$ cat src/rtl/avalon_flash_master_if.sv
// Avalon-MM link between avalon_flash_master and the flash controller's slave register port.
interface avalon_flash_master_if;
  logic [3:0]  avl_mm_master_addr_o;
  logic [15:0] avl_mm_master_data_o;
  logic        avl_mm_master_write_o;
  logic        avl_mm_master_read_o;
  logic        avl_mm_master_byteenable_o;
  logic        avl_mm_master_waitrequest_i;
  logic [15:0] avl_mm_master_readdata_i;
  logic [1:0]  avl_mm_master_IRQ_i;

  modport master (
    output avl_mm_master_addr_o, avl_mm_master_data_o, avl_mm_master_write_o,
           avl_mm_master_read_o, avl_mm_master_byteenable_o,
    input  avl_mm_master_waitrequest_i, avl_mm_master_readdata_i, avl_mm_master_IRQ_i
  );

  modport slave (
    input  avl_mm_master_addr_o, avl_mm_master_data_o, avl_mm_master_write_o,
           avl_mm_master_read_o, avl_mm_master_byteenable_o,
    output avl_mm_master_waitrequest_i, avl_mm_master_readdata_i, avl_mm_master_IRQ_i
  );
endinterface

$ cat src/rtl/avalon_flash_master.sv
// Sequences one flash command (block/other/TX/command writes, optional RX read) onto Avalon-MM.
// Optional FLASH_MASTER_STATUS_POLL_EN: poll the status register until flash ready before done.
module avalon_flash_master #(
  parameter int READ_LATENCY   = 2,
  parameter int TIMEOUT_CYCLES = 1024
) (
  input  logic        clk_i,
  input  logic        rst_i,
  input  logic        usr_req_i,
  output logic        usr_ready_o,
  input  logic [6:0]  usr_block_addr_i,
  input  logic        usr_lsb_i,
  input  logic [15:0] usr_other_addr_i,
  input  logic [15:0] usr_wdata_i,
  input  logic [3:0]  usr_code_i,
  input  logic        usr_rd_i,
  input  logic        usr_x16_i,
  output logic        usr_done_o,
  output logic        usr_err_o,
  output logic [15:0] usr_rdata_o,
  output logic [1:0]  usr_irq_o,
  avalon_flash_master_if.master avl
);
  localparam logic [3:0] S_IDLE     = 4'd0;
  localparam logic [3:0] S_WR_BLK   = 4'd1;
  localparam logic [3:0] S_WR_OTH   = 4'd2;
  localparam logic [3:0] S_WR_TX    = 4'd3;
  localparam logic [3:0] S_WR_CMD   = 4'd4;
  localparam logic [3:0] S_GAP      = 4'd5;
  localparam logic [3:0] S_RD_ISSUE = 4'd6;
  localparam logic [3:0] S_RD_WAIT  = 4'd7;
  localparam logic [3:0] S_DONE     = 4'd8;
`ifdef FLASH_MASTER_STATUS_POLL_EN
  localparam logic [3:0] S_POLL_RD   = 4'd9;
  localparam logic [3:0] S_POLL_WAIT = 4'd10;
`endif

  localparam int TMO_W = $clog2(TIMEOUT_CYCLES) + 1;
  localparam int LAT_W = $clog2(READ_LATENCY) + 1;
  localparam logic [TMO_W-1:0] TMO_LAST = TMO_W'(TIMEOUT_CYCLES - 1);
  localparam logic [LAT_W-1:0] LAT_LAST = LAT_W'(READ_LATENCY - 1);

  logic [3:0]       state_q, state_nx, ret_q, ret_nx;
  logic [15:0]      oth_q, wd_q, data_q, rdata_q;
  logic [3:0]       code_q, addr_q;
  logic             rd_q, x16_q, err_q;
  logic [1:0]       irq_q;
  logic [TMO_W-1:0] tmo_q;
  logic [LAT_W-1:0] lat_q;
  logic             wr_act, rd_act, strobe, accept, tmo_hit, accept_req, lat_last, abort;

  // GAP always precedes a strobe state, so it is where the next offset/data get loaded.
  function automatic logic [3:0] reg_offset(input logic [3:0] st);
    case (st)
      S_WR_BLK:    reg_offset = 4'd1;
      S_WR_OTH:    reg_offset = 4'd2;
      S_WR_TX:     reg_offset = 4'd3;
      S_WR_CMD:    reg_offset = 4'd6;
      S_RD_ISSUE:  reg_offset = 4'd4;
`ifdef FLASH_MASTER_STATUS_POLL_EN
      S_POLL_RD:   reg_offset = 4'd5;
`endif
      default:     reg_offset = 4'd0;
    endcase
  endfunction

  function automatic logic [15:0] wr_word(input logic [3:0] st);
    case (st)
      S_WR_OTH: wr_word = oth_q;
      S_WR_TX:  wr_word = wd_q;
      S_WR_CMD: wr_word = {12'h000, code_q};
      default:  wr_word = data_q;
    endcase
  endfunction

  assign wr_act     = (state_q == S_WR_BLK) || (state_q == S_WR_OTH) ||
                      (state_q == S_WR_TX)  || (state_q == S_WR_CMD);
`ifdef FLASH_MASTER_STATUS_POLL_EN
  assign rd_act     = (state_q == S_RD_ISSUE) || (state_q == S_POLL_RD);
  assign lat_last   = ((state_q == S_RD_WAIT) || (state_q == S_POLL_WAIT)) && (lat_q == LAT_LAST);
`else
  assign rd_act     = (state_q == S_RD_ISSUE);
  assign lat_last   = (state_q == S_RD_WAIT) && (lat_q == LAT_LAST);
`endif
  assign strobe     = wr_act || rd_act;
  assign accept     = strobe && !avl.avl_mm_master_waitrequest_i;
  assign tmo_hit    = strobe && avl.avl_mm_master_waitrequest_i && (tmo_q == TMO_LAST);
  assign accept_req = (state_q == S_IDLE) && usr_req_i;

`ifdef FLASH_MASTER_STATUS_POLL_EN
  logic [TMO_W-1:0] poll_q;
  logic             poll_busy, poll_abort;
  assign poll_busy  = (state_q == S_POLL_WAIT) && lat_last && !avl.avl_mm_master_readdata_i[0];
  assign poll_abort = poll_busy && (poll_q == TMO_LAST);
  assign abort      = tmo_hit || poll_abort;

  always_ff @(posedge clk_i or negedge rst_i) begin
    if (!rst_i)          poll_q <= '0;
    else if (accept_req) poll_q <= '0;
    else if (poll_busy)  poll_q <= poll_q + TMO_W'(1);
  end
`else
  assign abort = tmo_hit;
`endif

  always_comb begin
    state_nx = state_q;
    ret_nx   = ret_q;
    case (state_q)
      S_IDLE:   if (usr_req_i) state_nx = S_WR_BLK;
      S_WR_BLK: if (accept) begin state_nx = S_GAP; ret_nx = S_WR_OTH; end
      S_WR_OTH: if (accept) begin state_nx = S_GAP; ret_nx = S_WR_TX;  end
      S_WR_TX:  if (accept) begin state_nx = S_GAP; ret_nx = S_WR_CMD; end
      S_WR_CMD: if (accept) begin
        if (rd_q) begin
          state_nx = S_GAP;
          ret_nx   = S_RD_ISSUE;
        end else begin
`ifdef FLASH_MASTER_STATUS_POLL_EN
          state_nx = S_GAP;
          ret_nx   = S_POLL_RD;
`else
          state_nx = S_DONE;
`endif
        end
      end
      S_GAP:      state_nx = ret_q;
      S_RD_ISSUE: if (accept) state_nx = S_RD_WAIT;
      S_RD_WAIT:  if (lat_last) begin
`ifdef FLASH_MASTER_STATUS_POLL_EN
        state_nx = S_GAP;
        ret_nx   = S_POLL_RD;
`else
        state_nx = S_DONE;
`endif
      end
`ifdef FLASH_MASTER_STATUS_POLL_EN
      S_POLL_RD:   if (accept) state_nx = S_POLL_WAIT;
      S_POLL_WAIT: if (lat_last) begin
        if (avl.avl_mm_master_readdata_i[0] || poll_abort) state_nx = S_DONE;
        else begin
          state_nx = S_GAP;
          ret_nx   = S_POLL_RD;
        end
      end
`endif
      S_DONE:  state_nx = S_IDLE;
      default: state_nx = S_IDLE;
    endcase
    if (tmo_hit) state_nx = S_DONE;
  end

  always_ff @(posedge clk_i or negedge rst_i) begin
    if (!rst_i) begin
      state_q <= S_IDLE;
      ret_q   <= S_IDLE;
      oth_q   <= '0;
      wd_q    <= '0;
      code_q  <= '0;
      rd_q    <= 1'b0;
      x16_q   <= 1'b0;
      addr_q  <= '0;
      data_q  <= '0;
      tmo_q   <= '0;
      lat_q   <= '0;
      err_q   <= 1'b0;
      irq_q   <= '0;
      rdata_q <= '0;
    end else begin
      state_q <= state_nx;
      ret_q   <= ret_nx;
      tmo_q   <= (strobe && avl.avl_mm_master_waitrequest_i) ? tmo_q + TMO_W'(1) : '0;
      lat_q   <= (((state_q == S_RD_WAIT)
`ifdef FLASH_MASTER_STATUS_POLL_EN
                   || (state_q == S_POLL_WAIT)
`endif
                  ) && !lat_last) ? lat_q + LAT_W'(1) : '0;
      if (accept_req) begin
        oth_q  <= usr_other_addr_i;
        wd_q   <= usr_wdata_i;
        code_q <= usr_code_i;
        rd_q   <= usr_rd_i;
        x16_q  <= usr_x16_i;
        addr_q <= 4'd1;
        data_q <= {8'h00, usr_block_addr_i, usr_lsb_i};
        irq_q  <= '0;
        err_q  <= 1'b0;
      end else begin
        if (state_q == S_GAP) begin
          addr_q <= reg_offset(ret_q);
          data_q <= wr_word(ret_q);
        end
        if ((state_q != S_IDLE) && (avl.avl_mm_master_IRQ_i != 2'b00)) begin
          irq_q <= avl.avl_mm_master_IRQ_i;
          if (avl.avl_mm_master_IRQ_i[1]) err_q <= 1'b1;
        end
        if (abort) err_q <= 1'b1;
        if ((state_q == S_RD_WAIT) && lat_last) rdata_q <= avl.avl_mm_master_readdata_i;
      end
    end
  end

  assign avl.avl_mm_master_addr_o       = addr_q;
  assign avl.avl_mm_master_data_o       = data_q;
  assign avl.avl_mm_master_write_o      = wr_act;
  assign avl.avl_mm_master_read_o       = rd_act;
  assign avl.avl_mm_master_byteenable_o = x16_q;
  assign usr_ready_o = (state_q == S_IDLE);
  assign usr_done_o  = (state_q == S_DONE);
  assign usr_err_o   = (state_q == S_DONE) && err_q;
  assign usr_rdata_o = rdata_q;
  assign usr_irq_o   = irq_q;
endmodule
$ cat src/flat_wrapper.sv
// flat-port wrapper written by rule: the top's interface ports become plain ports
module avalon_flash_master_flat 
#(
  parameter int READ_LATENCY   = 2,
  parameter int TIMEOUT_CYCLES = 1024
)
  (clk_i, rst_i, usr_req_i, usr_ready_o, usr_block_addr_i, usr_lsb_i, usr_other_addr_i, usr_wdata_i, usr_code_i, usr_rd_i, usr_x16_i, usr_done_o, usr_err_o, usr_rdata_o, usr_irq_o, avl_avl_mm_master_addr_o, avl_avl_mm_master_data_o, avl_avl_mm_master_write_o, avl_avl_mm_master_read_o, avl_avl_mm_master_byteenable_o, avl_avl_mm_master_waitrequest_i, avl_avl_mm_master_readdata_i, avl_avl_mm_master_IRQ_i);
  avalon_flash_master_if avl_i ();
  input  logic clk_i;
  input  logic rst_i;
  input  logic usr_req_i;
  output logic usr_ready_o;
  input  logic [6:0] usr_block_addr_i;
  input  logic usr_lsb_i;
  input  logic [15:0] usr_other_addr_i;
  input  logic [15:0] usr_wdata_i;
  input  logic [3:0] usr_code_i;
  input  logic usr_rd_i;
  input  logic usr_x16_i;
  output logic usr_done_o;
  output logic usr_err_o;
  output logic [15:0] usr_rdata_o;
  output logic [1:0] usr_irq_o;
  output wire logic [$bits(avl_i.avl_mm_master_addr_o)-1:0] avl_avl_mm_master_addr_o;
  output wire logic [$bits(avl_i.avl_mm_master_data_o)-1:0] avl_avl_mm_master_data_o;
  output wire logic [$bits(avl_i.avl_mm_master_write_o)-1:0] avl_avl_mm_master_write_o;
  output wire logic [$bits(avl_i.avl_mm_master_read_o)-1:0] avl_avl_mm_master_read_o;
  output wire logic [$bits(avl_i.avl_mm_master_byteenable_o)-1:0] avl_avl_mm_master_byteenable_o;
  input wire logic [$bits(avl_i.avl_mm_master_waitrequest_i)-1:0] avl_avl_mm_master_waitrequest_i;
  input wire logic [$bits(avl_i.avl_mm_master_readdata_i)-1:0] avl_avl_mm_master_readdata_i;
  input wire logic [$bits(avl_i.avl_mm_master_IRQ_i)-1:0] avl_avl_mm_master_IRQ_i;
  assign avl_avl_mm_master_addr_o = avl_i.avl_mm_master_addr_o;
  assign avl_avl_mm_master_data_o = avl_i.avl_mm_master_data_o;
  assign avl_avl_mm_master_write_o = avl_i.avl_mm_master_write_o;
  assign avl_avl_mm_master_read_o = avl_i.avl_mm_master_read_o;
  assign avl_avl_mm_master_byteenable_o = avl_i.avl_mm_master_byteenable_o;
  assign avl_i.avl_mm_master_waitrequest_i = avl_avl_mm_master_waitrequest_i;
  assign avl_i.avl_mm_master_readdata_i = avl_avl_mm_master_readdata_i;
  assign avl_i.avl_mm_master_IRQ_i = avl_avl_mm_master_IRQ_i;
  avalon_flash_master #(.READ_LATENCY(READ_LATENCY), .TIMEOUT_CYCLES(TIMEOUT_CYCLES)) u_core (.clk_i(clk_i), .rst_i(rst_i), .usr_req_i(usr_req_i), .usr_ready_o(usr_ready_o), .usr_block_addr_i(usr_block_addr_i), .usr_lsb_i(usr_lsb_i), .usr_other_addr_i(usr_other_addr_i), .usr_wdata_i(usr_wdata_i), .usr_code_i(usr_code_i), .usr_rd_i(usr_rd_i), .usr_x16_i(usr_x16_i), .usr_done_o(usr_done_o), .usr_err_o(usr_err_o), .usr_rdata_o(usr_rdata_o), .usr_irq_o(usr_irq_o), .avl(avl_i));
endmodule
$ cat config.mk
export PLATFORM = sky130hd
export DESIGN_NAME = avalon_flash_master_flat
export DESIGN_NICKNAME = d
export VERILOG_FILES = /design/src/rtl/avalon_flash_master_if.sv /design/src/rtl/avalon_flash_master.sv /design/src/flat_wrapper.sv
export SDC_FILE = /design/constraint.sdc
export NUM_CORES = 1
export LEC_CHECK = 0
export ABC_AREA = 1
export ABC_CLOCK_PERIOD_IN_PS = 4100
export CAP_MARGIN = 5
export CORE_MARGIN = 2
export CORE_UTILIZATION = 33
export DETAILED_ROUTE_END_ITERATION = 16
export SLEW_MARGIN = 5
export SYNTH_ARGS = -nofsm -noshare
export SYNTH_HDL_FRONTEND = slang
export SYNTH_SLANG_ARGS = --single-unit
$ cat constraint.sdc
create_clock -name clk_i -period 4.1 [get_ports clk_i]
set_input_delay 0.615 -clock clk_i [delete_from_list [all_inputs] [get_ports clk_i]]
set_output_delay 0.615 -clock clk_i [all_outputs]
set_load 0.02 [all_outputs]
# --- Yosys cells after proc, flatten, opt, wreduce, memory -nomap -nowiden ---
# Cells that the tools add are included.
# Widths: inputs -> output; s select.
word_totals:
  inputBits: 68
  out_inout_bits: 44
  ff_bits: 98
  elab_cells: 100
classes:
  eq_ne: 25
  bitwise: 1
  n_addsub: 2
  muxes: 28
  n_reduce_logical: 30
op_table:
  columns: ["cell", "count"]
  rows:
  - ["$mux 4", 14]
  - ["$pmux 16 s3", 1]
  - ["$mux 16", 2]
  - ["$eq 4x3->1 const B", 6]
  - ["$pmux 4 s6", 1]
  - ["$eq 4x2->1 const B", 4]
  - ["$pmux 4 s4", 1]
  - ["$pmux 3 s5", 1]
  - ["$reduce_bool 4->1", 3]
  - ["$add 11x1->11 const B", 1]
  - ["$eq 11x10->1 const B", 1]
  - ["$mux 11", 1]
  - ["$ne 2x1->1 const B", 5]
  - ["$logic_and 1x1->1", 9]
  - ["$ne 3x1->1 const B", 3]
  - ["$eq 4x1->1 const B", 2]
  - ["$mux 2", 3]
  - ["$reduce_and 2->1", 3]
  - ["$reduce_and 6->1", 1]
  - ["$reduce_bool 2->1", 3]
  - ["$reduce_bool 3->1", 2]
  - ["$reduce_and 5->1", 1]
  - ["$eq 4x4->1 const B", 1]
  - ["$logic_not 4->1", 1]
  - ["9 further kinds", 16]

# --- Logic depth before layout (Yosys ltp) ---
logic_depth:
  ltp_word: 9
  ltp_mapped: 10
  mapped_depth_nobuf: 9

# --- Worst setup path before layout ---
# No wires, ideal clock.
synth_timing:
  kind: "register to output"
  from: "register u_core.state_q[1]"
  to: "output port usr_err_o"
  t_required_ns: 3.485
  n_path_buf: 1
  path_slack_ns: 2.041
  path_stages_with_launch: 6
  arrival_time_ns: 1.444
  cell_sequence: "dfrtp_1 > buf_2 > inv_1 > nand2_1 > nor3_1 > and2_1"
synth_between:
  elab_chain_len: 2
synth_lines:
  columns: ["element", "line", "rtl"]
  rows:
  - ["start, declared", "avalon_flash_master.sv:43", "logic [3:0] state_q, state_nx, ret_q, ret_nx;"]
  - ["start signal, assigned", "avalon_flash_master.sv:170", "state_q <= state_nx;"]
  - ["$eq 4x4->1", null, null]
  - ["via usr_done_o", "flat_wrapper.sv:20", "output logic usr_done_o;"]
  - ["$logic_and 1x1->1", "avalon_flash_master.sv:210", "assign usr_err_o = (state_q == S_DONE) && err_q;"]
  - ["end, declared", "flat_wrapper.sv:21", "output logic usr_err_o;"]
# The timed path passes the listed nets, and every way through them passes these cells.

# --- Worst setup path after layout ---
layout_timing:
  from: "register u_core.state_q[0]"
  to: "output port usr_err_o"
layout_between:
  elab_chain_len: 2
layout_lines:
  columns: ["element", "line"]
  rows:
  - ["$eq 4x4->1", "avalon_flash_master.sv:210"]
  - ["$logic_and 1x1->1", "avalon_flash_master.sv:210"]
# Every way passes these cells.

==> impl_metrics.tcl <==
set metrics [dict create \
    status "finished clean" \
    cts.hold.buffers_added 0 \
    clk_latency_ns 0.34 \
    die_h_um 119 \
    first_pass_iters 4 \
    cp_max_fo 7 \
    power.leakage_nw 2.82 \
    seq_area_frac_synth 0.553 \
    grt_pass1_wl_um 17700 \
    post_cts_buffers 0 \
    root_buffer "clkbuf_16" \
    finalSetupTns_ns 0 \
    ant_nets 0 \
    yosysUniqueCellTypes 29 \
    place_area_sq_mm 0.00556 \
    cpLargestDelayFamily "buffers and inverters" \
    slew_headroom 0.408 \
    portBuffers 110 \
    hp-class "in -> async" \
    tritoncts "yes" \
    drtIter0Drc 189 \
    drive_gt1_frac 0.0860 \
    syn_nets 575 \
    cts_resized 0 \
    syn2layout_area_growth_pct 34.7 \
    powerDensity_mw_per_mm2 636 \
    grt_max_degree 72 \
    remaining_drc_errors 0 \
    max_freq_ghz 0.390 \
    routedWlPerCell_um 13.1 \
    worst_pin_slew_ns 0.888 \
    finalCriticalPeriod_ns 2.57 \
    synth_area_sq_mm 0.00434 \
    fin_skew_ns 0.00746 \
    drv_slew 0 \
    dr_total_vias 3575 \
    cts_buffers 9 \
    wl_um 10300 \
    critPathBufInv 2 \
    finalHoldViolations 0 \
    cp_data_arrival_time_ns 1.95 \
    ys_ff_latch 96 \
    crit_path_start_kind "flop" \
    clk_path_buf_depth 2 \
    dieWidth_um 119 \
    fp-row-count 41 \
    critPathMaxStageDelay_ns 0.59 \
    cap_viol_max_count 0 \
    grt_pass1_vias 3572 \
    ctsHtreeMaxLevel 3 \
    cts_sinks 96 \
    dieArea_sq_mm 0.0141 \
    cp-end-kind "primary output" \
    yosys_warnings 0 \
    vias_per_cell 4.54 \
    required_ns 3.48 \
    critical_path_class "reg -> out" \
    core_area_sq_mm 0.0127 \
    pin_count 112 \
    grt_usage 0.156 \
    gp_congestion 0.872 \
    synthCells 505 \
    antenna_found_initial 0 \
    worst_path_max_delay_cell "clkdlybuf4s50_1" \
    vdd_ir_drop_max_v 0.000278 \
    start_util 0.341 \
    overflow 0 \
    postSynthAreaPerCell_sq_um 8.59 \
    num_antenna_cells 0 \
    stdcell_area_sq_mm 0.00585 \
    rsz0062_at_grt "no" \
    hpwl_um 7590 \
    path_cells "inv_2 > nand2_1 > nor3_1 > and2_1 > clkdlybuf4s50_1" \
    setup_violations 0 \
    fin_nets 681 \
    timing.final.crit_share 0.626 \
    clk_pin_slew_ns 0.07 \
]
[state kept, by name (all words and copies together) (netlist names)]
name / cells
u_core.lat_q: 2
u_core.tmo_q: 11
u_core.wd_q: 16
u_core.oth_q: 16
u_core.code_q: 4
u_core.err_q: 1
u_core.rd_q: 1
u_core.state_q: 4
u_core.avl.avl_mm_master_data_o: 16
u_core.avl.avl_mm_master_byteenable_o: 1
u_core.usr_rdata_o: 16
u_core.usr_irq_o: 2
u_core.ret_q: 3
u_core.avl.avl_mm_master_addr_o: 3
[cell families after synthesis]
logic type / Yosys count / share of synthesized area
simple gates: 300 / 0.285
flops: 96 / 0.553
buf+inv: 48 / 0.0528
compound gates: 41 / 0.0502
mux: 16 / 0.0502
fa+ha+maj: 2 / 0.00576
other cells: 1 / 0.000864
xor+xnor: 1 / 0.00202
[power breakdown]
part           switching, mW  internal (mW)
combinational          0.880          0.574
sequential             0.190           1.26
clock                  0.370          0.438
total                   1.44           2.28
[cells in the mapped netlist, drive strengths merged]
cell,instances,share of area
nand2,214,0.19
a31o,1,0.0020
nand3b,1,0.0017
buf,17,0.026
xnor2,1,0.0020
nand4,5,0.0072
nor2,44,0.043
o211ai,2,0.0035
a21oi,8,0.010
inv,31,0.027
o21ai,30,0.035
mux2,16,0.050
ha,2,0.0058
dfrtp,96,0.55
nand3,32,0.038
and2,1,0.0014
conb,1,0.00086
nor3,3,0.0035
[layout make-up]
type,count,area [sq um]
Fill cell,1300,6880
Sequential cell,96,2400
Multi-Input combinational cell,361,1710
Timing Repair Buffer,112,1110
Clock buffer,10,239
Tap cell,172,215
Inverter,31,116
Clock inverter,6,51.3
[placed cells by master (no fill, tap or decap), types with 2 or more instances in the layout]
cell             instances
nor3_1                   3
clkdlybuf4s50_1        109
buf_4                    3
nand2_1                208
clkinv_4                 2
o211ai_1                 2
mux2_2                   6
inv_2                    4
nor2_2                   3
nand4_1                  5
o21ai_0                 29
mux2_4                  10
a21oi_1                  7
inv_1                   27
nor2_1                  39
dfrtp_1                 96
nand3_1                 31
clkbuf_16                9
ha_1                     2
inv_6                    2
nand2_2                  5
nor2_4                   2
[layer usage]
layer  track usage  vias up  routed length (um)
met5             0        -                   0
met4        0.0454        0                  93
met3        0.0304        9                 412
met2         0.261       80                5040
met1         0.204     1682                4800
li1              -     1804                   -
[through the flow]
stage | total power [mW] | cells | worst slack, ns | util | hold WS (ns)
2_1_floorplan | 2.41 | 505 | 2.04 | - | 0.319
3_3_place_gp | 2.91 | 772 | 1.56 | 0.437 | 0.422
3_5_place_dp | 2.94 | 772 | 1.50 | 0.437 | 0.427
4_1_cts | 3.77 | 788 | 1.49 | 0.460 | 0.436
5_1_grt | 4.02 | 788 | 1.36 | 0.460 | 0.449
6_report | 3.72 | 788 | 1.53 | 0.460 | 0.391
[path summary, 6_finish.rpt]
check / start / to / slack [ns] / depth (start not counted)
min in group clk_i: u_core.lat_q[0]$_DFF_PN0_ / u_core.lat_q[0]$_DFF_PN0_ / 0.43 / 1
worst max register to register: u_core.state_q[2]$_DFFE_PN0P_ / u_core.avl.avl_mm_master_data_o[4]$_DFFE_PN0P_ / 1.91 / 8
max in group asynchronous: rst_i / u_core.wd_q[8]$_DFFE_PN0P_ / 2.85 / 2
worst min-delay path: rst_i / u_core.avl.avl_mm_master_data_o[3]$_DFFE_PN0P_ / 0.39 / 1
worst min register to register: u_core.lat_q[0]$_DFF_PN0_ / u_core.lat_q[0]$_DFF_PN0_ / 0.43 / 1
worst max-delay path: u_core.state_q[0]$_DFFE_PN0P_ / usr_err_o / 1.53 / 5
No activity file was read; power rests on OpenSTA's default activity.
